==> config.mk <==
export PLATFORM = sky130hd
export DESIGN_NAME = iobuf_halfduplex_seq
export DESIGN_NICKNAME = d
export VERILOG_FILES = /design/src/rtl/iobuf_halfduplex_pkg.sv /design/src/rtl/iobuf_halfduplex_bit_timer.sv /design/src/rtl/iobuf_halfduplex_seq.sv
export SDC_FILE = /design/constraint.sdc
export NUM_CORES = 1
export LEC_CHECK = 0
export CAP_MARGIN = 20
export CORE_MARGIN = 2
export CORE_UTILIZATION = 36
export CTS_BUF_LIST = sky130_fd_sc_hd__clkbuf_16
export DETAILED_ROUTE_END_ITERATION = 7
export SYNTH_ARGS = -nofsm -noshare
export SYNTH_HDL_FRONTEND = slang
export SYNTH_SLANG_ARGS = --single-unit
==> constraint.sdc <==
create_clock -name clk -period 3.45 [get_ports clk]
set_input_delay 0.69 -clock clk [delete_from_list [all_inputs] [get_ports clk]]
set_output_delay 0.69 -clock clk [all_outputs]
set_load 0.01 [all_outputs]
==> src/rtl/iobuf_halfduplex_pkg.sv <==
// rtl/iobuf_halfduplex_pkg.sv - shared state encoding and defaults for the half-duplex pad sequencer
package iobuf_halfduplex_pkg;

  localparam int DEF_DATA_W = 8;
  localparam int DEF_TA_CYC = 2;

  typedef enum logic [2:0] {
    ST_IDLE   = 3'd0,
    ST_TA_IN  = 3'd1,
    ST_DRIVE  = 3'd2,
    ST_TA_OUT = 3'd3,
    ST_SAMPLE = 3'd4
  } state_t;

endpackage

==> src/rtl/iobuf_halfduplex_bit_timer.sv <==
// rtl/iobuf_halfduplex_bit_timer.sv - bit-period counter, flags the last and the middle cycle of each bit
module iobuf_halfduplex_bit_timer #(
  parameter int DIV_W = 8
) (
  input  logic             clk,
  input  logic             rst_n,
  input  logic             load,
  input  logic             run,
  input  logic [DIV_W-1:0] div,
  output logic             bit_end,
  output logic             mid_bit
);

  logic [DIV_W-1:0] div_q;
  logic [DIV_W-1:0] cnt;

  // The counter is parked at 0 outside DRIVE/SAMPLE so each bit starts cleanly.
  always_ff @(posedge clk or negedge rst_n) begin
    if (!rst_n) begin
      div_q <= '0;
      cnt   <= '0;
    end else if (load) begin
      div_q <= div;
      cnt   <= '0;
    end else if (run) begin
      cnt <= bit_end ? '0 : cnt + DIV_W'(1);
    end
  end

  assign bit_end = (cnt == div_q);
  assign mid_bit = (cnt == (div_q >> 1));

endmodule

==> src/rtl/iobuf_halfduplex_seq.sv <==
// rtl/iobuf_halfduplex_seq.sv - half-duplex serial write/read sequencer for a tri-state pad buffer
module iobuf_halfduplex_seq
  import iobuf_halfduplex_pkg::*;
#(
  parameter int DATA_W = DEF_DATA_W,
  parameter int DIV_W  = 8,
  parameter int TA_CYC = DEF_TA_CYC
) (
  input  logic              clk,
  input  logic              rst_n,
  input  logic              start,
  input  logic              rnw,
  input  logic [DATA_W-1:0] wdata,
  input  logic [DIV_W-1:0]  div,
  output logic              busy,
  output logic              done,
  output logic [DATA_W-1:0] rdata,
  output logic              pad_i,
  output logic              pad_t,
  input  logic              pad_o
);

  localparam int IDX_W = $clog2(DATA_W + 1);
  localparam int TA_W  = $clog2(TA_CYC + 1);

  state_t            state;
  logic [DATA_W-1:0] wshift;
  logic [DATA_W-1:0] rshift;
  logic [DATA_W-1:0] rshift_nxt;
  logic [IDX_W-1:0]  bit_idx;
  logic [TA_W-1:0]   ta_cnt;
  logic              load;
  logic              run;
  logic              bit_end;
  logic              mid_bit;
  logic              last_bit;
  logic              ta_last;

  assign load     = (state == ST_IDLE) && start;
  assign run      = (state == ST_DRIVE) || (state == ST_SAMPLE);
  assign last_bit = (bit_idx == IDX_W'(DATA_W - 1));
  assign ta_last  = (ta_cnt == TA_W'(TA_CYC - 1));
  // With DIV=0 the sample point and the bit end coincide, so the final word must include this cycle's pad_o.
  assign rshift_nxt = mid_bit ? {rshift[DATA_W-2:0], pad_o} : rshift;

  iobuf_halfduplex_bit_timer #(
    .DIV_W (DIV_W)
  ) u_bit_timer (
    .clk     (clk),
    .rst_n   (rst_n),
    .load    (load),
    .run     (run),
    .div     (div),
    .bit_end (bit_end),
    .mid_bit (mid_bit)
  );

  always_ff @(posedge clk or negedge rst_n) begin
    if (!rst_n) begin
      state   <= ST_IDLE;
      wshift  <= '0;
      rshift  <= '0;
      bit_idx <= '0;
      ta_cnt  <= '0;
      busy    <= 1'b0;
      done    <= 1'b0;
      rdata   <= '0;
      pad_i   <= 1'b0;
      pad_t   <= 1'b1;
    end else begin
      done <= 1'b0;
      case (state)
        ST_IDLE: begin
          if (start) begin
            wshift  <= wdata;
            bit_idx <= '0;
            ta_cnt  <= '0;
            busy    <= 1'b1;
            state   <= rnw ? ST_SAMPLE : ST_TA_IN;
          end
        end
        ST_TA_IN: begin
          if (ta_last) begin
            state <= ST_DRIVE;
            pad_t <= 1'b0;
            pad_i <= wshift[DATA_W-1];
          end else begin
            ta_cnt <= ta_cnt + TA_W'(1);
          end
        end
        ST_DRIVE: begin
          if (bit_end) begin
            if (last_bit) begin
              state  <= ST_TA_OUT;
              pad_t  <= 1'b1;
              pad_i  <= 1'b0;
              ta_cnt <= '0;
            end else begin
              bit_idx <= bit_idx + IDX_W'(1);
              wshift  <= {wshift[DATA_W-2:0], 1'b0};
              pad_i   <= wshift[DATA_W-2];
            end
          end
        end
        ST_TA_OUT: begin
          if (ta_last) begin
            state <= ST_IDLE;
            busy  <= 1'b0;
            done  <= 1'b1;
          end else begin
            ta_cnt <= ta_cnt + TA_W'(1);
          end
        end
        ST_SAMPLE: begin
          rshift <= rshift_nxt;
          if (bit_end) begin
            if (last_bit) begin
              state <= ST_IDLE;
              busy  <= 1'b0;
              done  <= 1'b1;
              rdata <= rshift_nxt;
            end else begin
              bit_idx <= bit_idx + IDX_W'(1);
            end
          end
        end
        default: begin
          state <= ST_IDLE;
          busy  <= 1'b0;
          pad_t <= 1'b1;
          pad_i <= 1'b0;
        end
      endcase
    end
  end

endmodule
==> metrics.md, run 1 <==
| Metric | Value |
|---|---|
| Clock power share | `0.224` |
| TritonCTS sink count | `53` |
| Distinct cells, synth | `44` |
| Drt total wl | `5460 um` |
| Share of layout cells above drive strength 1 | `0.134` |
| Average size of a mapped cell | `9.95 um^2` |
| Yosys top cell area share | `0.474` |
| Root buf cell | `clkbuf_16` |
| CP startpoint kind | `register` |
| Int Power | `1.44 mW` |
| Largest net degree at the start of global routing | `29` |
| Clock Skew | `approximately 0.0059 ns` |
| CTS tree | `done` |
| Max VDD drop | `slightly below 0.0003 V` |
| Final setup TNS | `0 ns` |
| Initial drt markers | `107` |
| Clock transition at path regs | `approximately 0.080 ns` |
| Worst Tran Pin Value | `roughly 0.91 ns` |
| Row count | `31` |
| Post-Syn Area | `2750 um^2` |
| CP Capture Point | `rdata[4]$_DFFE_PN0P_` |
| # hold bufs at CTS | `0` |
| Clock latency on the worst-skew pair | `0.29 ns` |
| Final Max Slew Viols | `0` |
| Initial antenna violation count | `0` |
| Core ar. | `7330 um^2` |
| Final min period | `2.20 ns` |
| PnR Total Power | `between 2 and 2.5 mW` |
| GR Overflow Total | `0` |
| Fin nets | `~330` |
| Period utilization | `0.638` |
| 1st-pass router iterations | `4` |
| Outcome | `finished, final reports clean` |
| First-pass GRT wire length | `9520 um` |
| GPL Wtd Cong | `about 0.76` |
| Avg WL per Cell | `13.5 um` |
| DRC | `0` |
| Switching pwr | `0.823 mW` |
| Critical path arrival | `approximately 2.4 ns` |
| CP max FO | `9` |
| Chip Width | `91.3 um` |
| Register area share after synthesis | `0.484` |
| Reg-to-reg endpoint | `rdata[4]$_DFFE_PN0P_` |
| Worst reg2reg path startpoint | `u_bit_timer.cnt[3]$_DFFE_PN0P_` |
| Die area | `8340 um^2` |
| PostCTS Resize Cnt | `0` |
| Vias in the first global route | `2044` |
| Worst reg-to-reg path cell count | `5` |
| Max Buffers Root-to-Sink | `2` |
| H-tree depth | `2` |
| Vias | `2054` |
| Crit path kind | `reg -> reg` |
| Synthesis Warnings | `0` |
| Max Cap Viol | `0` |
| Leak | `between 1 and 1.5 nW` |
| Placed cells | `396` |
| Logic pwr share | `0.334` |
| Placed inst area | `3150 um^2` |
| Via-per-instance ratio | `5.08` |
| Synth-to-Final Area Change | `20.1%` |
| Power per cell area | `around 700 nW/um^2` |
| Remaining antenna violation count after routing | `0` |
| Synthesized net count | `300` |
| Initial Util | `0.374` |
| CP Capture Type | `register` |
| Flop2flop setup slack | `1.25 ns` |
| Req. time, crit path | `3.63 ns` |
| Mapped Cells | `276` |
| Fin area | `~3300 um^2` |
| Slew HR | `0.392` |
| Port buffer count | `32` |
| Hold Vio Cnt, Final | `0` |
| Critical Path Start | `u_bit_timer.cnt[3]$_DFFE_PN0P_` |
| HP Class | `in -> async` |
| Antenna diodes | `0` |
| Flop pwr share | `0.442` |
| Die height | `91.3 um` |
| Number of enable flip-flop cells after synthesis | `0` |
| Final Setup Violations | `0` |
| Yosys top cell by area | `dfrtp_1` |
| RSZ-0062 raised after global routing | `no` |
| Register bit total from synthesis | `53` |
| Num CTS Buffers | `5` |
| Tot GR Track Use | `0.141` |
| Asr flop ratio synth | `1.00` |
| I/O pin total | `33` |
| Cell Count, Final, Fillers Out | `404` |
| Postcts setup bufs | `0` |
| Sw Ratio | `0.364` |
| Primary FF master, synth | `dfrtp_1` |
| Most area-consuming cells after synthesis | `dfrtp_1 47%, mux2_2 9.4%, nand2_1 6.4%` |
| Max frequency | `about 450 MHz` |
| DP Wirelength | `3900 um` |
==> how the worst min path moves through the flow <==
stage,startpoint,to,slack [ns],cells after the start
after floorplan,rst_n,bit_idx[0]$_DFFE_PN0P_,0.39,0
after global placement,ta_cnt[1]$_DFFE_PN0P_,ta_cnt[1]$_DFFE_PN0P_,0.47,1
after detailed placement,ta_cnt[1]$_DFFE_PN0P_,ta_cnt[1]$_DFFE_PN0P_,0.49,1
after CTS,rst_n,u_bit_timer.div_q[3]$_DFFE_PN0N_,0.44,1
after global routing,rst_n,u_bit_timer.cnt[4]$_DFFE_PN0P_,0.45,1
final,rst_n,u_bit_timer.cnt[4]$_DFFE_PN0P_,0.40,1
==> critical path, stage by stage (launching register included) <==
cell,delay (ns)
dfrtp_1,0.47
xnor2_1,0.20
nand4_1,0.17
nor3_2,0.35
nand3_1,0.46
mux2_2,0.44
==> final cells by class <==
| class | count | area (um^2) |
|---|---|---|
| clock inverters | 3 | 25.0 |
| multi-input cells | 203 | 1330 |
| inverters | 6 | 22.5 |
| flip-flops and latches | 53 | 1330 |
| repair buffers | 35 | 338 |
| clock buffers | 5 | 125 |
| well taps | 99 | 124 |
| fillers | 694 | 4040 |
==> state kept, by name, summed over array words and instances (netlist names), 2 cells and up <==
signal,flops
bit_idx,4
u_bit_timer.cnt,8
rshift,8
state,3
u_bit_timer.div_q,8
wshift,8
ta_cnt,2
rdata,8
==> through the flow <==
| step | worst slack (ns) | utilization | hold slack, ns |
|---|---|---|---|
| 2_1_floorplan | 1.62 | - | 0.394 |
| 3_3_place_gp | 1.10 | 0.429 | 0.467 |
| 3_5_place_dp | 1.03 | 0.429 | 0.487 |
| 4_1_cts | 1.19 | 0.450 | 0.438 |
| 5_1_grt | 1.07 | 0.450 | 0.451 |
| 6_report | 1.25 | 0.450 | 0.402 |
==> cell families after synthesis <==
group,share of synthesized area
compound gates,0.117
buf+inv,0.0305
flops,0.484
xor+xnor,0.0638
simple gates,0.170
mux,0.121
fa+ha+maj,0.0137
==> synth_stat cells, drive strengths merged, types with 4 or more instances <==
master,instances
xor2,8
nand3,6
clkbuf,6
inv,6
dfrtp,52
o21ai,9
xnor2,12
o22a,7
mux2,26
a21oi,15
nand4,5
buf,8
mux2i,4
nor2,24
nor4,4
nand2,48
==> power groups by stage <==
stage          Clock (mW)  Sequential, mW  Combinational, mW
4_1_cts             0.523            1.00              0.769
3_3_place_gp            0            1.00              0.745
6_report            0.508            1.00              0.756
2_1_floorplan           0           0.925              0.622
5_1_grt             0.550            1.03              0.863
3_5_place_dp            0            1.01              0.766
==> per-layer routing <==
metal / part of all wire / up-vias / wire length [um] / global-route usage
met5: 0 / - / 0 / 0
met4: 0.0066 / 0 / 36 / 0.0366
met3: 0.028 / 5 / 152 / 0.0282
met2: 0.48 / 34 / 2610 / 0.234
met1: 0.49 / 999 / 2660 / 0.188
li1: - / 1016 / - / -
==> cell usage in the layout (no fill, tap or decap), types with 5 or more instances in the layout <==
cell type | netlist | layout
inv_1 | 6 | 6
o21ai_0 | 8 | 8
dfrtp_1 | 52 | 52
xnor2_1 | 12 | 12
a21oi_1 | 15 | 15
nand2_1 | 47 | 47
nand3_1 | 6 | 6
o22a_1 | 7 | 7
clkdlybuf4s50_1 | 0 | 31
mux2_2 | 23 | 23
clkbuf_16 | 0 | 5
nor2_1 | 24 | 24
nand4_1 | 5 | 5
xor2_1 | 8 | 8
Note: power is estimated with default switching activity, not from simulation.
==> run 2: changes to the inputs <==
clock period = 1.9 ns   (was 3.45 ns; I/O delays follow)
==> run 2 against run 1 <==
- the flow now finishes with violations (negative setup slack)
- global-route usage rose by 1.1 points
- first-iteration DRC count fell by 2.8%
- combinational power rose by 130%
- via count rose by 3.6%
- worst setup slack got worse by 1.3 ns
- clock-buffer cell count did not move
- die area did not move
- clock skew rose by 0.0029 ns
- critical endpoint is now rdata[7]$_DFFE_PN0P_
- highest routed layer unchanged
==> metrics.md, run 2 (same netlist as run 1, synthesis figures left out) <==
| Metric | Value |
|---|---|
| Outcome | `complete, but fails checks` |
| Failing checks | `negative setup slack` |
| 1st-pass router iterations | `4 (unchanged)` |
| DP Wirelength | `4240 um (+8.8%)` |
| Hold Vio Cnt, Final | `0 (unchanged)` |
| Worst reg2reg path startpoint | `u_bit_timer.cnt[6]$_DFFE_PN0P_` |
| Period utilization | `1.01 (+0.373)` |
| Drt total wl | `5850 um (+7.1%)` |
| H-tree depth | `2 (unchanged)` |
| Vias | `2128 (+3.6%)` |
| Root buf cell | `clkbuf_16` |
| HP Class | `in -> async` |
| Slew HR | `0.688 (+0.296)` |
| Placed inst area | `3340 um^2 (+6.1%)` |
| CP max FO | `8 (-1)` |
| CP Capture Point | `rdata[7]$_DFFE_PN0P_` |
| DRC | `0 (unchanged)` |
| Max frequency | `521 MHz (+15%)` |
| Vias in the first global route | `2148 (+5.1%)` |
| Worst reg-to-reg path cell count | `5 (unchanged)` |
| Placed cells | `420 (+6.1%)` |
| Avg WL per Cell | `13.6 um (+0.90%)` |
| Commonest non-fill, non-tap cell in the layout | `dfrtp_1` |
| Num CTS Buffers | `5 (unchanged)` |
| Fin area | `3540 um^2 (+7.3%)` |
| Largest net degree at the start of global routing | `37 (+28%)` |
| Die height | `91.3 um (unchanged)` |
| Critical path arrival | `2.10 ns (-0.28 ns)` |
| Highest-count cells in the layout ignoring fill and taps | `52 x dfrtp_1, 47 x nand2_1, 31 x clkdlybuf4s50_1` |
| Max Buffers Root-to-Sink | `2 (unchanged)` |
| Worst Tran Pin Value | `0.468 ns (-0.437 ns)` |
| GPL Wtd Cong | `0.829 (+9.6%)` |
| Final Max Slew Viols | `0 (unchanged)` |
| Final Setup Violations | `3 (+3)` |
| Clock latency on the worst-skew pair | `0.29 ns (about the same)` |
| First-pass GRT wire length | `10100 um (+6.7%)` |
| Reg-to-reg endpoint | `rdata[7]$_DFFE_PN0P_` |
| Power per cell area | `1250 nW/um^2 (+83%)` |
| Clock Skew | `0.00885 ns (+0.00294 ns)` |
| GR Overflow Total | `0 (unchanged)` |
| Flop2flop setup slack | `-0.02 ns (-1.27 ns)` |
| Leak | `1.62 nW (+10%)` |
| Port buffer count | `32 (unchanged)` |
| Worst Setup Slack, final | `-0.0212 ns (-1.27 ns)` |
| CP startpoint kind | `register` |
| Fin Hold WS | `0.0158 ns (-0.386 ns)` |
| Remaining antenna violation count after routing | `0 (unchanged)` |
| TritonCTS sink count | `53 (unchanged)` |
| Antenna diodes | `0 (unchanged)` |
| Via-per-instance ratio | `4.96 (-2.4%)` |
| # hold bufs at CTS | `0 (unchanged)` |
| Synth-to-Final Area Change | `28.9%` |
| CTS tree | `done` |
| Fin nets | `353 (+7.6%)` |
| Core ar. | `7330 um^2 (unchanged)` |
| I/O pin total | `33 (unchanged)` |
| Clock transition at path regs | `0.07 ns (about the same)` |
| Critical Path Start | `u_bit_timer.cnt[6]$_DFFE_PN0P_` |
| Initial drt markers | `104 (-2.8%)` |
| Tot GR Track Use | `0.152 (+0.0109)` |
| Die area | `8340 um^2 (unchanged)` |
| Row count | `31 (unchanged)` |
| CP Capture Type | `register` |
| Initial Util | `0.374 (unchanged)` |
| Final min period | `1.92 ns (-0.281 ns)` |
| Max VDD drop | `0.000494 V (+67%)` |
| Initial antenna violation count | `0 (unchanged)` |
| Cell Count, Final, Fillers Out | `429 (+6.2%)` |
| Crit path kind | `reg -> reg` |
| Max Cap Viol | `0 (unchanged)` |
| RSZ-0062 raised after global routing | `yes` |
| Chip Width | `91.3 um (unchanged)` |
| Req. time, crit path | `2.08 ns (-1.55 ns)` |
| Share of layout cells above drive strength 1 | `0.212 (+0.0777)` |
| Fillers | `706 (+1.7%)` |
-- run 2: through the flow --
step           power [mW]  TNS [ns]  worst slack (ns)  utilization
6_report             4.43   -0.0317           -0.0212        0.483
5_1_grt              4.77     -1.25            -0.153        0.483
4_1_cts              4.38         0           0.00571        0.476
3_5_place_dp         3.44         0           0.00458        0.455
3_3_place_gp         3.40         0            0.0319        0.455
2_1_floorplan        2.81         0            0.0692            -
-- run 2: worst min-delay path by stage --
| stage | startpoint | end | slack (ns) | cells after the start |
|---|---|---|---|---|
| after floorplan | rst_n | bit_idx[0]$_DFFE_PN0P_ | 0.08 | 0 |
| after global placement | rst_n | rshift[7]$_DFFE_PN0P_ | 0.36 | 1 |
| after detailed placement | rst_n | rdata[7]$_DFFE_PN0P_ | 0.35 | 1 |
| after CTS | rst_n | rdata[6]$_DFFE_PN0P_ | 0.03 | 1 |
| after global routing | rst_n | rdata[6]$_DFFE_PN0P_ | 0.06 | 1 |
| final | rst_n | rdata[6]$_DFFE_PN0P_ | 0.02 | 1 |
-- run 2: layout make-up --
cell class                      instances  area [um^2]  share of cell area
Clock buffer                            5          125              0.0354
Clock inverter                          3         25.0             0.00707
Inverter                                6         22.5             0.00637
Multi-Input combinational cell        203         1360               0.385
Sequential cell                        53         1330               0.375
Tap cell                               99          124              0.0350
Timing Repair Buffer                   60          553               0.156
-- run 2: timing repair --
item / 4_1_cts / 5_1_grt
setup buffers: 0 / 1
gates resized for setup: 0 / 8
pin swaps: 1 / 3
endpoints found under the setup margin: 2 / 21
-- run 2: per-layer routing --
layer,track usage,up-vias,wire [um]
li1,-,1072,-
met3,0.0290,5,223
met1,0.207,1007,2790
met2,0.243,44,2770
met5,0,-,0
met4,0.0505,0,68
-- run 2: worst max-delay path: stages, from the launching register on --
cell and delay (ns):
dfrtp_1 0.39, xor2_1 0.18, nor4_2 0.40, nand2_2 0.23, mux2_1 0.35, mux2_2 0.26
-- run 2: power breakdown --
group          switching (mW)  total [mW]  internal (mW)
clock                   0.428       0.924          0.496
combinational           0.870        1.77          0.899
sequential              0.287        1.74           1.45
==> run 3: changes to the inputs <==
CTS_BUF_LIST = sky130_fd_sc_hd__clkbuf_8   (was sky130_fd_sc_hd__clkbuf_16)
clock period = 1.6 ns   (was 1.9 ns; I/O delays follow)
==> run 3 against run 2 <==
- cell area is 11% higher
- the run still ends with negative setup slack left
- global-route usage grew 1.4 points
- power up 30%
- wire length rose by 10%
- via count is 6.1% higher
- clock skew down 0.0013 ns
- worst setup slack worse by 0.22 ns
- maximum frequency is 4.6% higher
- highest routed layer unchanged
==> metrics.md, run 3 (same netlist as run 1, synthesis figures left out) <==
| Metric | Value |
|---|---|
| Max Cap Viol | `0 (unchanged)` |
| Largest net degree at the start of global routing | `54 (+46%)` |
| Placed cells | `444 (+5.7%)` |
| DP Wirelength | `4480 um (+5.6%)` |
| Failing checks | `negative setup slack` |
| Crit-path leading delay family | `multiplexers` |
| Period utilization | `1.15 (+0.137)` |
| Fin Hold WS | `0.491 ns (+0.475 ns)` |
| Flop2flop setup slack | `-0.24 ns (-0.22 ns)` |
| Req. time, crit path | `1.81 ns (-0.27 ns)` |
| Clock transition at path regs | `0.10 ns (+0.03 ns)` |
| Row count | `31 (unchanged)` |
| RSZ-0062 raised after global routing | `yes` |
| Gr busiest metal | `met2` |
| CP max FO | `8 (unchanged)` |
| Initial Util | `0.374 (unchanged)` |
| Final min period | `1.84 ns (-0.0837 ns)` |
| Highest-count cells in the layout ignoring fill and taps | `52 x dfrtp_1, 49 x buf_4, 47 x nand2_1` |
| Met1 Use GR | `0.229 (+0.0222)` |
| Remaining antenna violation count after routing | `0 (unchanged)` |
| CP Capture Type | `register` |
| PnR Total Power | `5.78 mW (+30%)` |
| CTS tree | `done` |
| Clock Skew | `0.00757 ns (-0.00127 ns)` |
| Fillers | `640 (-9.3%)` |
| Crit path kind | `reg -> reg` |
| Max frequency | `544 MHz (+4.6%)` |
| Slew HR | `0.786 (+0.0975)` |
| Initial antenna violation count | `0 (unchanged)` |
| Port buffer count | `32 (unchanged)` |
| TritonCTS sink count | `53 (unchanged)` |
| 1st-pass router iterations | `4 (unchanged)` |
| Die height | `91.3 um (unchanged)` |
| Commonest non-fill, non-tap cell in the layout | `dfrtp_1` |
| Core ar. | `7330 um^2 (unchanged)` |
| Tot GR Track Use | `0.166 (+0.0145)` |
| Final Setup Violations | `39 (+36)` |
| Met3 Use GR | `0.0266 (-0.00249)` |
| Chip Width | `91.3 um (unchanged)` |
| HP Class | `reg -> reg` |
| Hold Vio Cnt, Final | `0 (unchanged)` |
| Via-per-instance ratio | `4.86 (-2.1%)` |
| GPL Wtd Cong | `0.804 (-3.0%)` |
| Multi-input logic area | `1500 um^2 (+10%)` |
| H-tree depth | `2 (unchanged)` |
| CP startpoint kind | `register` |
| Die area | `8340 um^2 (unchanged)` |
| Critical path's largest stage delay | `0.45 ns (+0.05 ns)` |
| Final setup TNS | `-6.30 ns (-6.27 ns)` |
| Avg WL per Cell | `13.9 um (+1.7%)` |
| DRC | `0 (unchanged)` |
| Num CTS Buffers | `5 (unchanged)` |
| WHS Path Cells | `1` |
| Final Max Slew Viols | `0 (unchanged)` |
| Vias in the first global route | `2361 (+9.9%)` |
| Critical path arrival | `2.05 ns (-0.05 ns)` |
| Max VDD drop | `0.000690 V (+40%)` |
| First-pass GRT wire length | `11200 um (+10%)` |
| GR Overflow Total | `0 (unchanged)` |
| Worst reg-to-reg path cell count | `6 (+1)` |
| Synth-to-Final Area Change | `43.2%` |
| Initial drt markers | `55 (-47%)` |
| Fin nets | `389 (+10%)` |
| Fin util | `0.536 (+0.0536)` |
| Outcome | `complete, but fails checks` |
| Leak | `1.88 nW (+16%)` |
| Slowest-stage cell, CP | `dfrtp_1` |
| GR Util met2 | `0.270 (+0.0278)` |
| Worst Setup Slack, final | `-0.237 ns (-0.216 ns)` |
| Worst Path Buf+Inv | `1 (+1)` |
| Storage element area | `1330 um^2 (unchanged)` |
| Power per cell area | `1470 nW/um^2 (+17%)` |
| Clock latency on the worst-skew pair | `0.31 ns (+0.02 ns)` |
| Vias | `2258 (+6.1%)` |
| Cell Count, Final, Fillers Out | `465 (+8.4%)` |
| Worst path cell trace | `xor2_1 -> nor4_2 -> buf_4 -> nand2_4 -> mux2_4 -> mux2_2` |
| Worst Tran Pin Value | `0.320 ns (-0.147 ns)` |
| Root buf cell | `clkbuf_8` |
| Reg-to-reg endpoint | `rdata[0]$_DFFE_PN0P_` |
| WHS Endpoint | `ta_cnt[1]$_DFFE_PN0P_` |
| I/O pin total | `33 (unchanged)` |
| Max Buffers Root-to-Sink | `2 (unchanged)` |
| Hold Startpoint | `ta_cnt[1]$_DFFE_PN0P_` |
| Share of layout cells above drive strength 1 | `0.342 (+0.129)` |
| Antenna diodes | `0 (unchanged)` |
| Drt total wl | `6440 um (+10%)` |
| Worst reg2reg path startpoint | `u_bit_timer.div_q[2]$_DFFE_PN0N_` |
[run 3: final cells by class]
type | instances | share of cell area
multi-input combinational | 203 | 0.381
sequential | 53 | 0.338
timing repair buffer | 96 | 0.219
tap | 99 | 0.0315
clock buffer | 5 | 0.0175
clock inverter | 3 | 0.00669
inverter | 6 | 0.00573
[run 3: worst max path at each step]
stage,slack [ns],from,cells after the start,endpoint
3_3_place_gp,-0.26,u_bit_timer.cnt[0]$_DFFE_PN0P_,5,rdata[0]$_DFFE_PN0P_
5_1_grt,-0.31,u_bit_timer.div_q[7]$_DFFE_PN0N_,7,rdata[3]$_DFFE_PN0P_
2_1_floorplan,-0.18,u_bit_timer.cnt[4]$_DFFE_PN0P_,6,rdata[0]$_DFFE_PN0P_
3_5_place_dp,-0.30,u_bit_timer.cnt[0]$_DFFE_PN0P_,5,rdata[7]$_DFFE_PN0P_
6_report,-0.24,u_bit_timer.div_q[2]$_DFFE_PN0N_,6,rdata[0]$_DFFE_PN0P_
4_1_cts,-0.31,u_bit_timer.cnt[6]$_DFFE_PN0P_,5,rdata[0]$_DFFE_PN0P_
[run 3: timing repair]
action / 4_1_cts / 5_1_grt
buffers inserted: 7 / 5
pin swaps: 13 / 18
hold buffers: 1 / 0
setup endpoints to repair: 44 / 45
endpoints found under the hold margin: 52 / 0
gates resized for setup: 33 / 18
gates cloned: 1 / 0
[run 3: per-layer routing]
metal,routed length (um),up-vias
met1,3180,1100
met5,0,-
met3,93,4
met2,3110,20
li1,-,1134
met4,58,0
[run 3: per-stage QoR]
stage	worst slack (ns)	instance area (um^2)
after global placement	-0.260	3540
final	-0.237	3930
after global routing	-0.311	3930
after floorplan	-0.177	2790
after detailed placement	-0.302	3540
after CTS	-0.306	3810
[run 3: where the power goes]
group | leakage [nW] | switching (mW) | internal, mW
registers | 0.678 | 0.321 | 1.72
clock network | 0.0423 | 0.495 | 0.320
logic | 1.16 | 1.35 | 1.57
